**src/rtl/mips_pkg.sv**
```systemverilog
// Shared encodings for the multicycle MIPS control path: opcodes, funct codes,
// ALU function codes, datapath select encodings and FSM state codes.
package mips_pkg;

    localparam logic [5:0] OP_RTYPE = 6'b000000;
    localparam logic [5:0] OP_LW    = 6'b100011;
    localparam logic [5:0] OP_SW    = 6'b101011;
    localparam logic [5:0] OP_BEQ   = 6'b000100;
    localparam logic [5:0] OP_J     = 6'b000010;
    localparam logic [5:0] OP_ADDI  = 6'b001000;
    localparam logic [5:0] OP_ANDI  = 6'b001100;
    localparam logic [5:0] OP_ORI   = 6'b001101;

    localparam logic [5:0] FN_ADD = 6'b100000;
    localparam logic [5:0] FN_SUB = 6'b100010;
    localparam logic [5:0] FN_AND = 6'b100100;
    localparam logic [5:0] FN_OR  = 6'b100101;
    localparam logic [5:0] FN_SLT = 6'b101010;

    localparam logic [2:0] ALU_AND = 3'b000;
    localparam logic [2:0] ALU_OR  = 3'b001;
    localparam logic [2:0] ALU_ADD = 3'b010;
    localparam logic [2:0] ALU_SUB = 3'b110;
    localparam logic [2:0] ALU_SLT = 3'b111;

    localparam logic [1:0] ALUOP_ADD   = 2'b00;
    localparam logic [1:0] ALUOP_SUB   = 2'b01;
    localparam logic [1:0] ALUOP_FUNCT = 2'b10;

    localparam logic [1:0] PC_SRC_ALU    = 2'b00;
    localparam logic [1:0] PC_SRC_ALUOUT = 2'b01;
    localparam logic [1:0] PC_SRC_JUMP   = 2'b10;

    localparam logic [1:0] SRC_B_REG     = 2'b00;
    localparam logic [1:0] SRC_B_FOUR    = 2'b01;
    localparam logic [1:0] SRC_B_IMM     = 2'b10;
    localparam logic [1:0] SRC_B_IMM_SH2 = 2'b11;

    localparam logic [3:0] S_FETCH  = 4'd0;
    localparam logic [3:0] S_DECODE = 4'd1;
    localparam logic [3:0] S_MEMADR = 4'd2;
    localparam logic [3:0] S_MEMRD  = 4'd3;
    localparam logic [3:0] S_MEMWB  = 4'd4;
    localparam logic [3:0] S_MEMWR  = 4'd5;
    localparam logic [3:0] S_EXEC   = 4'd6;
    localparam logic [3:0] S_ALUWB  = 4'd7;
    localparam logic [3:0] S_BRANCH = 4'd8;
    localparam logic [3:0] S_IMMEX  = 4'd9;
    localparam logic [3:0] S_IMMWB  = 4'd10;
    localparam logic [3:0] S_JUMP   = 4'd11;

    typedef struct packed {
        logic       mem_re;
        logic       mem_we;
        logic       iord;
        logic       ir_we;
        logic       pc_en;
        logic [1:0] pc_src;
        logic       alu_src_a;
        logic [1:0] alu_src_b;
        logic       imm_zext;
        logic [2:0] alu_ctrl;
        logic       reg_w;
        logic       reg_d;
        logic       mem_to_reg;
        logic       instr_done;
        logic       illegal;
    } ctrl_t;

    function automatic logic funct_legal(input logic [5:0] f);
        return (f == FN_ADD) || (f == FN_SUB) || (f == FN_AND) ||
               (f == FN_OR)  || (f == FN_SLT);
    endfunction

    // andi/ori are logical ops on a zero-extended immediate; addi stays arithmetic.
    function automatic logic [2:0] imm_alu_ctrl(input logic [5:0] op);
        case (op)
            OP_ANDI: return ALU_AND;
            OP_ORI:  return ALU_OR;
            default: return ALU_ADD;
        endcase
    endfunction

endpackage

```
**src/rtl/mips_alu_dec.sv**
```systemverilog
// ALU function decoder: fixed ADD/SUB for address and compare steps, funct
// field decode for R-type execution.
module mips_alu_dec
    import mips_pkg::*;
(
    input  logic [1:0] alu_op,
    input  logic [5:0] funct,
    output logic [2:0] alu_ctrl
);

    always_comb begin
        alu_ctrl = ALU_ADD;
        case (alu_op)
            ALUOP_ADD: alu_ctrl = ALU_ADD;
            ALUOP_SUB: alu_ctrl = ALU_SUB;
            default: begin
                case (funct)
                    FN_ADD:  alu_ctrl = ALU_ADD;
                    FN_SUB:  alu_ctrl = ALU_SUB;
                    FN_AND:  alu_ctrl = ALU_AND;
                    FN_OR:   alu_ctrl = ALU_OR;
                    FN_SLT:  alu_ctrl = ALU_SLT;
                    default: alu_ctrl = ALU_ADD;
                endcase
            end
        endcase
    end

endmodule

```
**src/rtl/mips_mc_ctrl.sv**
```systemverilog
// Multicycle MIPS control FSM: sequences the shared ALU and unified memory port,
// drives all datapath selects/strobes, flags illegal instructions, counts retirements.
module mips_mc_ctrl
    import mips_pkg::*;
#(
    parameter int CNT_W = 32
) (
    input  logic             clk,
    input  logic             rst,
    input  logic [5:0]       op,
    input  logic [5:0]       funct,
    input  logic             zero,
    input  logic             mem_ready,
    output logic             mem_re,
    output logic             mem_we,
    output logic             iord,
    output logic             ir_we,
    output logic             pc_en,
    output logic [1:0]       pc_src,
    output logic             alu_src_a,
    output logic [1:0]       alu_src_b,
    output logic             imm_zext,
    output logic [2:0]       alu_ctrl,
    output logic             reg_w,
    output logic             reg_d,
    output logic             mem_to_reg,
    output logic             instr_done,
    output logic             illegal,
    output logic [CNT_W-1:0] retired_cnt
);

    logic [3:0]       state_q, state_d, state_nx;
    logic             run_q;
    logic [CNT_W-1:0] retired_cnt_q, retired_cnt_d;
    logic [1:0]       alu_op;
    logic [2:0]       dec_alu_ctrl;
    ctrl_t            ctrl, ctrl_out;

    // run_q keeps every output at zero until the first edge after reset release.
    always_ff @(posedge clk or negedge rst) begin
        if (!rst) begin
            state_q       <= S_FETCH;
            run_q         <= 1'b0;
            retired_cnt_q <= '0;
        end else begin
            state_q       <= state_d;
            run_q         <= 1'b1;
            retired_cnt_q <= retired_cnt_d;
        end
    end

    assign alu_op = (state_q == S_BRANCH) ? ALUOP_SUB :
                    (state_q == S_EXEC)   ? ALUOP_FUNCT : ALUOP_ADD;

    mips_alu_dec u_alu_dec (
        .alu_op   (alu_op),
        .funct    (funct),
        .alu_ctrl (dec_alu_ctrl)
    );

    always_comb begin
        ctrl     = '0;
        state_nx = state_q;
        case (state_q)
            S_FETCH: begin
                ctrl.mem_re    = 1'b1;
                ctrl.alu_src_b = SRC_B_FOUR;
                ctrl.alu_ctrl  = dec_alu_ctrl;
                ctrl.pc_src    = PC_SRC_ALU;
                ctrl.ir_we     = mem_ready;
                ctrl.pc_en     = mem_ready;
                if (mem_ready) state_nx = S_DECODE;
            end
            S_DECODE: begin
                ctrl.alu_src_b = SRC_B_IMM_SH2;
                ctrl.alu_ctrl  = dec_alu_ctrl;
                case (op)
                    OP_LW, OP_SW:              state_nx = S_MEMADR;
                    OP_BEQ:                    state_nx = S_BRANCH;
                    OP_ADDI, OP_ANDI, OP_ORI:  state_nx = S_IMMEX;
                    OP_J:                      state_nx = S_JUMP;
                    OP_RTYPE: begin
                        if (funct_legal(funct)) begin
                            state_nx = S_EXEC;
                        end else begin
                            ctrl.illegal    = 1'b1;
                            ctrl.instr_done = 1'b1;
                            state_nx        = S_FETCH;
                        end
                    end
                    default: begin
                        ctrl.illegal    = 1'b1;
                        ctrl.instr_done = 1'b1;
                        state_nx        = S_FETCH;
                    end
                endcase
            end
            S_MEMADR: begin
                ctrl.alu_src_a = 1'b1;
                ctrl.alu_src_b = SRC_B_IMM;
                ctrl.alu_ctrl  = dec_alu_ctrl;
                state_nx       = (op == OP_SW) ? S_MEMWR : S_MEMRD;
            end
            S_MEMRD: begin
                ctrl.mem_re = 1'b1;
                ctrl.iord   = 1'b1;
                if (mem_ready) state_nx = S_MEMWB;
            end
            S_MEMWB: begin
                ctrl.reg_w      = 1'b1;
                ctrl.mem_to_reg = 1'b1;
                ctrl.instr_done = 1'b1;
                state_nx        = S_FETCH;
            end
            S_MEMWR: begin
                ctrl.mem_we     = 1'b1;
                ctrl.iord       = 1'b1;
                ctrl.instr_done = mem_ready;
                if (mem_ready) state_nx = S_FETCH;
            end
            S_EXEC: begin
                ctrl.alu_src_a = 1'b1;
                ctrl.alu_src_b = SRC_B_REG;
                ctrl.alu_ctrl  = dec_alu_ctrl;
                state_nx       = S_ALUWB;
            end
            S_ALUWB: begin
                ctrl.reg_w      = 1'b1;
                ctrl.reg_d      = 1'b1;
                ctrl.instr_done = 1'b1;
                state_nx        = S_FETCH;
            end
            S_BRANCH: begin
                ctrl.alu_src_a  = 1'b1;
                ctrl.alu_src_b  = SRC_B_REG;
                ctrl.alu_ctrl   = dec_alu_ctrl;
                ctrl.pc_src     = PC_SRC_ALUOUT;
                ctrl.pc_en      = zero;
                ctrl.instr_done = 1'b1;
                state_nx        = S_FETCH;
            end
            S_IMMEX: begin
                ctrl.alu_src_a = 1'b1;
                ctrl.alu_src_b = SRC_B_IMM;
                ctrl.alu_ctrl  = imm_alu_ctrl(op);
                ctrl.imm_zext  = (op != OP_ADDI);
                state_nx       = S_IMMWB;
            end
            S_IMMWB: begin
                ctrl.reg_w      = 1'b1;
                ctrl.imm_zext   = (op != OP_ADDI);
                ctrl.instr_done = 1'b1;
                state_nx        = S_FETCH;
            end
            S_JUMP: begin
                ctrl.pc_src     = PC_SRC_JUMP;
                ctrl.pc_en      = 1'b1;
                ctrl.instr_done = 1'b1;
                state_nx        = S_FETCH;
            end
            default: state_nx = S_FETCH;
        endcase
    end

    always_comb begin
        ctrl_out      = run_q ? ctrl : '0;
        state_d       = run_q ? state_nx : state_q;
        retired_cnt_d = retired_cnt_q;
        if (ctrl_out.instr_done && !ctrl_out.illegal) begin
            retired_cnt_d = retired_cnt_q + CNT_W'(1);
        end
    end

    assign mem_re      = ctrl_out.mem_re;
    assign mem_we      = ctrl_out.mem_we;
    assign iord        = ctrl_out.iord;
    assign ir_we       = ctrl_out.ir_we;
    assign pc_en       = ctrl_out.pc_en;
    assign pc_src      = ctrl_out.pc_src;
    assign alu_src_a   = ctrl_out.alu_src_a;
    assign alu_src_b   = ctrl_out.alu_src_b;
    assign imm_zext    = ctrl_out.imm_zext;
    assign alu_ctrl    = ctrl_out.alu_ctrl;
    assign reg_w       = ctrl_out.reg_w;
    assign reg_d       = ctrl_out.reg_d;
    assign mem_to_reg  = ctrl_out.mem_to_reg;
    assign instr_done  = ctrl_out.instr_done;
    assign illegal     = ctrl_out.illegal;
    assign retired_cnt = retired_cnt_q;

endmodule
```
**config.mk**
```make
export PLATFORM = sky130hd
export DESIGN_NAME = mips_mc_ctrl
export DESIGN_NICKNAME = d
export VERILOG_FILES = /design/src/rtl/mips_pkg.sv /design/src/rtl/mips_alu_dec.sv /design/src/rtl/mips_mc_ctrl.sv
export SDC_FILE = /design/constraint.sdc
export NUM_CORES = 1
export LEC_CHECK = 0
export CAP_MARGIN = 25
export CORE_UTILIZATION = 48
export CTS_CLUSTER_DIAMETER = 60
export DETAILED_ROUTE_END_ITERATION = 10
export GPL_TIMING_DRIVEN = 0
export HOLD_SLACK_MARGIN = 0.05
export PLACE_DENSITY = 0.85
export SETUP_SLACK_MARGIN = 0.05
export SYNTH_ARGS = -nofsm -noshare
export SYNTH_HDL_FRONTEND = slang
export SYNTH_SLANG_ARGS = --single-unit
```
**constraint.sdc**
```tcl
create_clock -name clk -period 1.9 [get_ports clk]
set_input_delay 0.38 -clock clk [delete_from_list [all_inputs] [get_ports clk]]
set_output_delay 0.38 -clock clk [all_outputs]
set_load 0.05 [all_outputs]
```
### Yosys cells after proc, flatten, opt, wreduce, memory -nomap -nowiden

Cells that the tools add are included.

* bits of input ports: 16
* output and inout bits: 51
* bits in registers: 37

* equal/unequal tests: 28
* reduce and logical (&&, ||, !) cells: 21
* multiplexer cells: 29
* add/sub/neg operators: 1

Operators with widths (count)
* $eq 6x6->1 const B: 7
* $add 32x1->32 const B: 1
* $pmux 4 s7: 1
* $pmux 4 s5: 1
* $mux 19: 1
* $eq 6x4->1 const B: 3
* $eq 4x3->1 const B: 4
* $eq 4x4->1 const B: 4
* $mux 4: 3
* $pmux 3 s2: 2
* $pmux 3 s4: 1
* $mux 1: 10
* $reduce_or 2->1: 5
* $reduce_or 5->1: 2
* $pmux 3 s3: 1
* $eq 4x2->1 const B: 2
* $pmux 2 s2: 2
* $reduce_or 7->1: 1
* $eq 6x2->1 const B: 1
* $eq 6x3->1 const B: 1
* $logic_not 6->1: 1
* $mux 2: 3
* $mux 3: 2
* $ne 2x2->1 const B: 3
* other kinds (13): 17

### Logic depth before layout (Yosys ltp)

Gate-level depths: netlist of run 1.

* depth in word-level cells: 11
* depth in mapped cells: 7
* mapped depth without buffers: 5

### By module

A second synthesis of run 1 with hierarchy kept.

* cell total of the unflattened synthesis: 266
* area total of the unflattened synthesis: 2446.1 um^2

Modules (own cells, without submodules)
* mips_mc_ctrl: cells an instance 258, times used 1, area each 2382.3 um^2
* mips_alu_dec: cells an instance 8, times used 1, area each 63.8 um^2

### Least setup slack after synthesis of run 1

No wires, ideal clock.

* path type: register to output
* from: register state_q[3]
* to: output mem_re
* data arrival time: 2.485 ns
* stages on the path, launching flop included: 5
* setup slack: -0.965 ns
* buffers on the path: 2
* required time: 1.520 ns
* cells stage by stage: dfrtp_1 -> buf_4 -> clkbuf_1 -> or2_2 -> nor4_1

* cells in the longest elaborated chain, start to end: 4

Ends and longest elaborated chain
* start: declaration: line mips_mc_ctrl.sv:32 `logic [3:0] state_q, state_d, state_nx;`
* start signal: assignment: line mips_mc_ctrl.sv:46 `state_q <= state_d;`
* $eq 4x2->1 / $logic_not 4->1 (equally long branches): line mips_mc_ctrl.sv:64 `case (state_q)`
* $reduce_or 2->1 (no source line) (*)
* $mux 1 (*): line mips_mc_ctrl.sv:64
* $mux 19 (*): line mips_mc_ctrl.sv:166 `ctrl_out = run_q ? ctrl : '0;`
* end: declaration: line mips_mc_ctrl.sv:14 `output logic mem_re,`

Every way passes the cells marked *; elsewhere a longest branch is shown, timed or not.

### Worst setup path in the final report of run 1

* from: register state_q[3]
* to: output alu_ctrl[1]

* cells in the longest elaborated chain, start to end: 7

Ends and longest elaborated chain
* $eq 4x3->1: line mips_mc_ctrl.sv:53, mips_mc_ctrl.sv:64
* $mux 2: line mips_mc_ctrl.sv:53 `(state_q == S_EXEC) ? ALUOP_FUNCT : ALUOP_ADD;`
* $mux 2: line mips_mc_ctrl.sv:52 `assign alu_op = (state_q == S_BRANCH) ? ALUOP_SUB :`
* $eq 2x1->1 / $logic_not 2->1 (equally long branches): line mips_alu_dec.sv:13 `case (alu_op)`
* $pmux 3 s2: line mips_alu_dec.sv:13
* $pmux 3 s2 (*): line mips_mc_ctrl.sv:64
* $mux 19 (*): line mips_mc_ctrl.sv:166
* end: declaration: line mips_mc_ctrl.sv:23 `output logic [2:0] alu_ctrl,`

Marks and branches as above.

==> flow_summary.json, run 1 <==
{
  "synth_nets": 291,
  "drcViolationCount": 0,
  "arrival_ps": 1890,
  "synth_area_leader_cell": "dfrtp_1",
  "grt.busiest_layer": "met2",
  "fin_hold_ws_ps": 161.7,
  "vias_per_cell": 6.475,
  "design.die.area_um2": 5311,
  "htree_levels": 2,
  "ys.warnings.count": 0,
  "cts_hold_buffers": 0,
  "grt_first_pass_wirelength_um": 12530,
  "cts.sinks": 37,
  "finalSetupViolations": 37,
  "coreArea_um2": 4786,
  "grt_max_degree": 38,
  "synth_commonest_cells": "dfrtp_1 (37), nor2_1 (37), nand2_1 (23)",
  "die_w_um": 72.88,
  "synth_top_flop_cell": "dfrtp_1",
  "rsz0062_at_grt": "yes",
  "synthArstFlopShare_pct": 100.0,
  "hpwl_um": 4491,
  "fin_nets": 400,
  "finalHoldViolCount": 0,
  "status": "finished with violations",
  "rows": 25,
  "grtUsageTotal_pct": 31.62,
  "synth-seq-cells": 37,
  "area_delta_synth_final_pct": 75.04,
  "grt-ovfl-total": 0,
  "violations": "setup timing",
  "postPlaceCellArea_um2": 3312,
  "final_antenna_net_count": 0,
  "vias": 2920,
  "critPathMaxFanout": 8,
  "die_h_um": 72.88,
  "fmax_mhz": 440.0,
  "clk_path_buf_depth": 2,
  "grt_pass1_vias": 2497,
  "grt_use_met2_pct": 52.96,
  "cts_tree": "yes",
  "avgSynthCellArea_um2": 8.799,
  "period_share_pct": 119.6,
  "drv_cap": 0,
  "min_period_ps": 2273,
  "wire_per_inst_um": 23.25,
  "layout-drive-gt1-share_pct": 46.61,
  "start_util_pct": 50.38,
  "yosysSeqAreaShare_pct": 38.40,
  "root_buffer": "clkbuf_8",
  "ys_types": 52,
  "setup_ws_ps": -372.5,
  "post-route-util_pct": 88.18,
  "netlist_area_um2": 2411,
  "hold_class": "in2async",
  "antenna_found_initial": 0,
  "synth_edf_count": 0,
  "cts_inserted_buffers": 5,
  "first_pass_iters": 7,
  "ir_worst_vdd_mv": 0.9005,
  "fill_cells": 205,
  "ios": 67,
  "power.leakage_nw": 2.083,
  "port_buffers": 63,
  "routabilityCongestion": 0.9361,
  "synthCells": 274,
  "critPathLaunchType": "register",
  "worst_pin_slew_ps": 824.6,
  "netlist.area_leader.share_pct": 38.40,
  "n_antenna_cell": 0,
  "required_ps": 1520,
  "grtUsageMet3_pct": 6.354,
  "design_area_um2": 4220,
  "drt_iter0_drc": 407,
  "use_met1_pct": 40.59,
  "insertion_delay_ps": 300,
  "clk_pin_slew_ps": 90,
  "endpoint_kind": "output pin",
  "wl_um": 10480,
  "slew_viol_final": 0,
  "power.density_nw_per_um2": 922.4,
  "critPathKind": "reg2out",
  "final.setup_skew_ps": 13.03,
  "yosys-top-cells-area": "dfrtp_1 (38%), xor2_1 (7.6%), nor2_1 (5.8%)",
  "timing.slew.headroom_pct": 45.02
}
-- where the power goes --
group / internal [W] / leakage, nW / switching, W
Sequential: 0.000847 / 0.476 / 0.0000711
Combinational: 0.000922 / 1.55 / 0.00140
Clock: 0.000335 / 0.0549 / 0.000318
Total: 0.00210 / 2.08 / 0.00179
-- cell usage in the layout (no fill, tap or decap), types with 3 or more instances in the layout --
| cell type | Yosys | layout |
|---|---|---|
| nor2b_1 | 7 | 4 |
| buf_8 | 0 | 4 |
| nor2b_4 | 1 | 3 |
| buf_4 | 3 | 27 |
| nor2_2 | 1 | 5 |
| dfrtp_1 | 37 | 30 |
| a21oi_1 | 10 | 5 |
| clkbuf_8 | 0 | 7 |
| buf_6 | 0 | 31 |
| nor2_1 | 37 | 16 |
| nand2_1 | 23 | 18 |
| a21oi_2 | 0 | 3 |
| nand2_4 | 0 | 3 |
| dlygate4sd2_1 | 0 | 37 |
| o21ai_0 | 6 | 4 |
| nand3_2 | 0 | 4 |
| or2_4 | 0 | 3 |
| nand2b_1 | 6 | 3 |
| xor2_1 | 21 | 20 |
| nor4_4 | 0 | 8 |
| dfrtp_2 | 0 | 7 |
| nor2_4 | 0 | 17 |
| nand4_1 | 10 | 10 |
| inv_1 | 6 | 5 |
| nand2_2 | 2 | 4 |
| nor3_4 | 0 | 11 |
| xnor2_1 | 11 | 10 |
| buf_12 | 0 | 3 |
| buf_2 | 3 | 5 |
| nand3_1 | 14 | 10 |
| nand2b_4 | 0 | 3 |
-- what timing repair did --
action / CTS / global route
cloned: 2 / 1
setup buffers: 21 / 15
gates resized for setup: 255 / 45
pin swaps: 37 / 27
endpoints found under the setup margin: 68 / 50
-- sequential cells by signal, indices dropped and copies added, names as in the netlist --
| signal | flops |
|---|---|
| retired_cnt | 32 |
| state_q | 4 |
| run_q | 1 |
-- metal layers --
metal | vias to the layer above | routed length, µm
met5 | - | 0
met4 | 0 | 650
met3 | 83 | 875
met2 | 250 | 5048
met1 | 1401 | 3910
li1 | 1186 | -
-- cells by family after synthesis --
logic type,synth area share [%]
compound gates,11.05
buf+inv,3.736
fa+ha+maj,0.5189
simple gates,33.63
mux,0.8822
xor+xnor,11.62
flops,38.40
other cells,0.1555
-- metrics by stage --
step                      total power, W  instances  setup WS, ps  TNS [ps]
after floorplan                 0.002081        274        -81.82    -221.1
after global placement          0.002463        404         -1115    -32420
after detailed placement        0.002483        404         -1133    -20030
after CTS                       0.003521        435        -244.2     -1316
after global routing            0.004005        451        -400.9     -6045
final                           0.003893        451        -372.5     -3893
-- critical path, stage by stage (launching register included) --
cell      delay, ps
dfrtp_1         400
buf_6           150
nand2b_4        150
and4b_2         320
nand3_2         100
a22oi_2         250
nor2_4           60
buf_6           150
-- final timing paths --
| kind | from | end | slack (ps) | cells past startpoint |
|---|---|---|---|---|
| max reg2reg | state_q[1]$_DFFE_PN0P_ | retired_cnt[28]$_DFFE_PN0P_ | -110 | 9 |
| min reg2reg | retired_cnt[20]$_DFFE_PN0P_ | retired_cnt[20]$_DFFE_PN0P_ | 490 | 1 |
| max | state_q[3]$_DFFE_PN0P_ | alu_ctrl[1] | -370 | 7 |
| min | rst | retired_cnt[27]$_DFFE_PN0P_ | 160 | 1 |
| max in group asynchronous | rst | retired_cnt[10]$_DFFE_PN0P_ | 1150 | 1 |
| min in group clk | retired_cnt[20]$_DFFE_PN0P_ | retired_cnt[20]$_DFFE_PN0P_ | 490 | 1 |
-- cell type report --
type	count	area (µm²)	share of cell area [%]
clock buffers	7	96.34	2.283
clock inverters	1	8.758	0.2075
plain buffers	13	145.1	3.439
well taps	67	83.83	1.986
multi-input cells	217	1962	46.49
repair buffers	102	958.4	22.71
inverters	7	31.28	0.7412
flip-flops and latches	37	934.6	22.15
Note: power is estimated with default switching activity, not from simulation.
==> run 2, diff against run 1 <==
CORE_ASPECT_RATIO = 1.2   (was not set)
PLACE_DENSITY = not set   (was 0.85)
PLACE_DENSITY_LB_ADDON = 0.08   (was not set)
clock period = 2.26 ns   (was 1.9 ns; I/O delays follow)
==> run 2 against run 1 <==
The run now ends clean. Via count is 21% lower. Count of clock-buffer cells in the layout shrank 1. Critical endpoint unchanged. Worst setup slack improved by 420 ps. First-iteration DRC count down 67%. Core utilization down 15 points. Combinational power is 39% lower. Global-route usage shrank 7.9 points. Cell count fell by 8.6%.
==> flow_summary.json, run 2 (same netlist as run 1, synthesis figures left out) <==
{
  "insertion_delay_ps": 290,
  "clk_path_buf_depth": 2,
  "root_buffer": "clkbuf_8",
  "cts_tree": "yes",
  "critPathKind": "reg2out",
  "finalHoldViolCount": 0,
  "crit_chain": "buf_6 -> clkbuf_8 -> or2_4 -> o22ai_2 -> a22oi_2 -> nor2_2 -> buf_6",
  "fin_setup_tns_ps": 0,
  "cts_hold_buffers": 0,
  "postPlaceCellArea_um2": 3181,
  "final_cell_mix": "dfrtp_1 (37), clkdlybuf4s50_1 (34), nor2_1 (29)",
  "drcViolationCount": 0,
  "finalSetupViolations": 0,
  "routabilityCongestion": 0.8583,
  "clk_pin_slew_ps": 70,
  "drv_cap": 0,
  "grt_max_degree": 38,
  "arrival_ps": 1760,
  "period_share_pct": 98.02,
  "critPathLaunchType": "register",
  "grtUsageTotal_pct": 23.68,
  "grt-ovfl-total": 0,
  "die_h_um": 79.64,
  "wire_per_inst_um": 14.42,
  "n_antenna_cell": 0,
  "design.die.area_um2": 5312,
  "area_delta_synth_final_pct": 43.18,
  "grt_first_pass_wirelength_um": 9735,
  "ios": 67,
  "antenna_found_initial": 0,
  "hpwl_um": 4124,
  "fin_nets": 370,
  "largest_reg_flops": 32,
  "power.density_nw_per_um2": 769.8,
  "endpoint_kind": "output pin",
  "critPathMaxFanout": 10,
  "min_period_ps": 2215,
  "power.leakage_nw": 1.562,
  "design_area_um2": 3452,
  "required_ps": 1810,
  "crit_path_top_delay_cell": "dfrtp_1",
  "fmax_mhz": 451.4,
  "rsz0062_at_grt": "yes",
  "hold_class": "in2async",
  "layout_commonest_cell": "dfrtp_1",
  "final.setup_skew_ps": 8.993,
  "first_pass_iters": 5,
  "slew_viol_final": 0,
  "status": "finished, final reports clean",
  "vias": 2297,
  "start_util_pct": 51.35,
  "drt_iter0_drc": 135,
  "timing.slew.headroom_pct": 46.60,
  "coreArea_um2": 4696,
  "worst_pin_slew_ps": 801.0,
  "wl_um": 5943,
  "port_buffers": 63,
  "final_antenna_net_count": 0,
  "rows": 27,
  "htree_levels": 2,
  "slowest_delay_ps": 380,
  "critPathMostFrequentCell": "buf_6",
  "grt_pass1_vias": 2156,
  "layout-drive-gt1-share_pct": 30.79,
  "cts.sinks": 37,
  "ir_worst_vdd_mv": 0.5706,
  "cts_inserted_buffers": 5,
  "vias_per_cell": 5.575,
  "die_w_um": 66.70
}
## run 2: cell types whose count changed in the layout (fill, tap and decap cells not counted), sizes merged, moves of 2 or more
cell / previous run / this run
clkdlybuf4s50: 1 / 34
dlygate4sd2: 37 / 3
clkinv: 0 / 2
clkbuf: 11 / 15
buf: 70 / 36
## run 2: critical path, delay by kind of cell (launching register included)
family,cells,cell delay [ps]
buffers and inverters,3,480
flip-flops,1,380
AND/OR/NAND/NOR,2,350
AO/OA/AOI/OAI,2,270
## run 2: timing repair
item | CTS | global route
setup endpoints to repair | 19 | 18
pin swaps | 6 | 7
buffers inserted | 7 | 2
gates resized for setup | 143 | 43
## run 2: path summary, 6_finish.rpt
path	start	to	slack, ps	depth (start not counted)
setup / recovery	state_q[3]$_DFFE_PN0P_	alu_ctrl[1]	40	7
hold / removal	rst	retired_cnt[7]$_DFFE_PN0P_	260	1
setup reg to reg	state_q[0]$_DFFE_PN0P_	retired_cnt[31]$_DFFE_PN0P_	220	7
hold reg to reg	retired_cnt[31]$_DFFE_PN0P_	retired_cnt[31]$_DFFE_PN0P_	480	1
max in group asynchronous	rst	state_q[3]$_DFFE_PN0P_	1500	1
min in group clk	retired_cnt[31]$_DFFE_PN0P_	retired_cnt[31]$_DFFE_PN0P_	480	1
## run 2: per-layer routing
| layer | track usage (%) | vias up | share of wire (%) |
|---|---|---|---|
| li1 | - | 1119 | - |
| met1 | 30.81 | 1107 | 45 |
| met2 | 40.00 | 64 | 50 |
| met3 | 3.429 | 7 | 4.0 |
| met4 | 7.447 | 0 | 0.93 |
| met5 | 0 | - | 0 |
## run 2: where the power goes
group	internal (W)	total [W]	switching [W]
sequential	0.000711	0.000764	0.0000533
combinational	0.000529	0.00142	0.000888
clock	0.000247	0.000477	0.000230
## run 2: metrics by stage
| stage | hold slack (ps) | std cells | utilization (%) | worst slack, ps | total power, W |
|---|---|---|---|---|---|
| 4_1_cts | 275.8 | 410 | 71.76 | -29.50 | 0.002555 |
| 6_report | 255.1 | 412 | 73.51 | 44.65 | 0.002657 |
| 3_3_place_gp | 459.3 | 395 | 67.84 | -992.0 | 0.001973 |
| 3_5_place_dp | 468.1 | 395 | 67.73 | -1013 | 0.001977 |
| 2_1_floorplan | 156.4 | 274 | - | -153.4 | 0.001644 |
| 5_1_grt | 321.7 | 412 | 73.51 | -9.623 | 0.002795 |
## run 2: layout make-up
type | instances | area, µm²
multi-input combinational | 217 | 1600
sequential | 37 | 925.9
timing repair buffer | 72 | 628.1
buffer | 13 | 100.1
tap | 58 | 72.57
clock buffer | 6 | 82.58
fill | 368 | 1244
inverter | 7 | 28.78
clock inverter | 2 | 13.76
==> run 3, diff against run 2 <==
CTS_CLUSTER_DIAMETER = 40   (was 60)
==> results of run 3 <==
No change in the layout: final DEF, timing and power equal those of run 2.
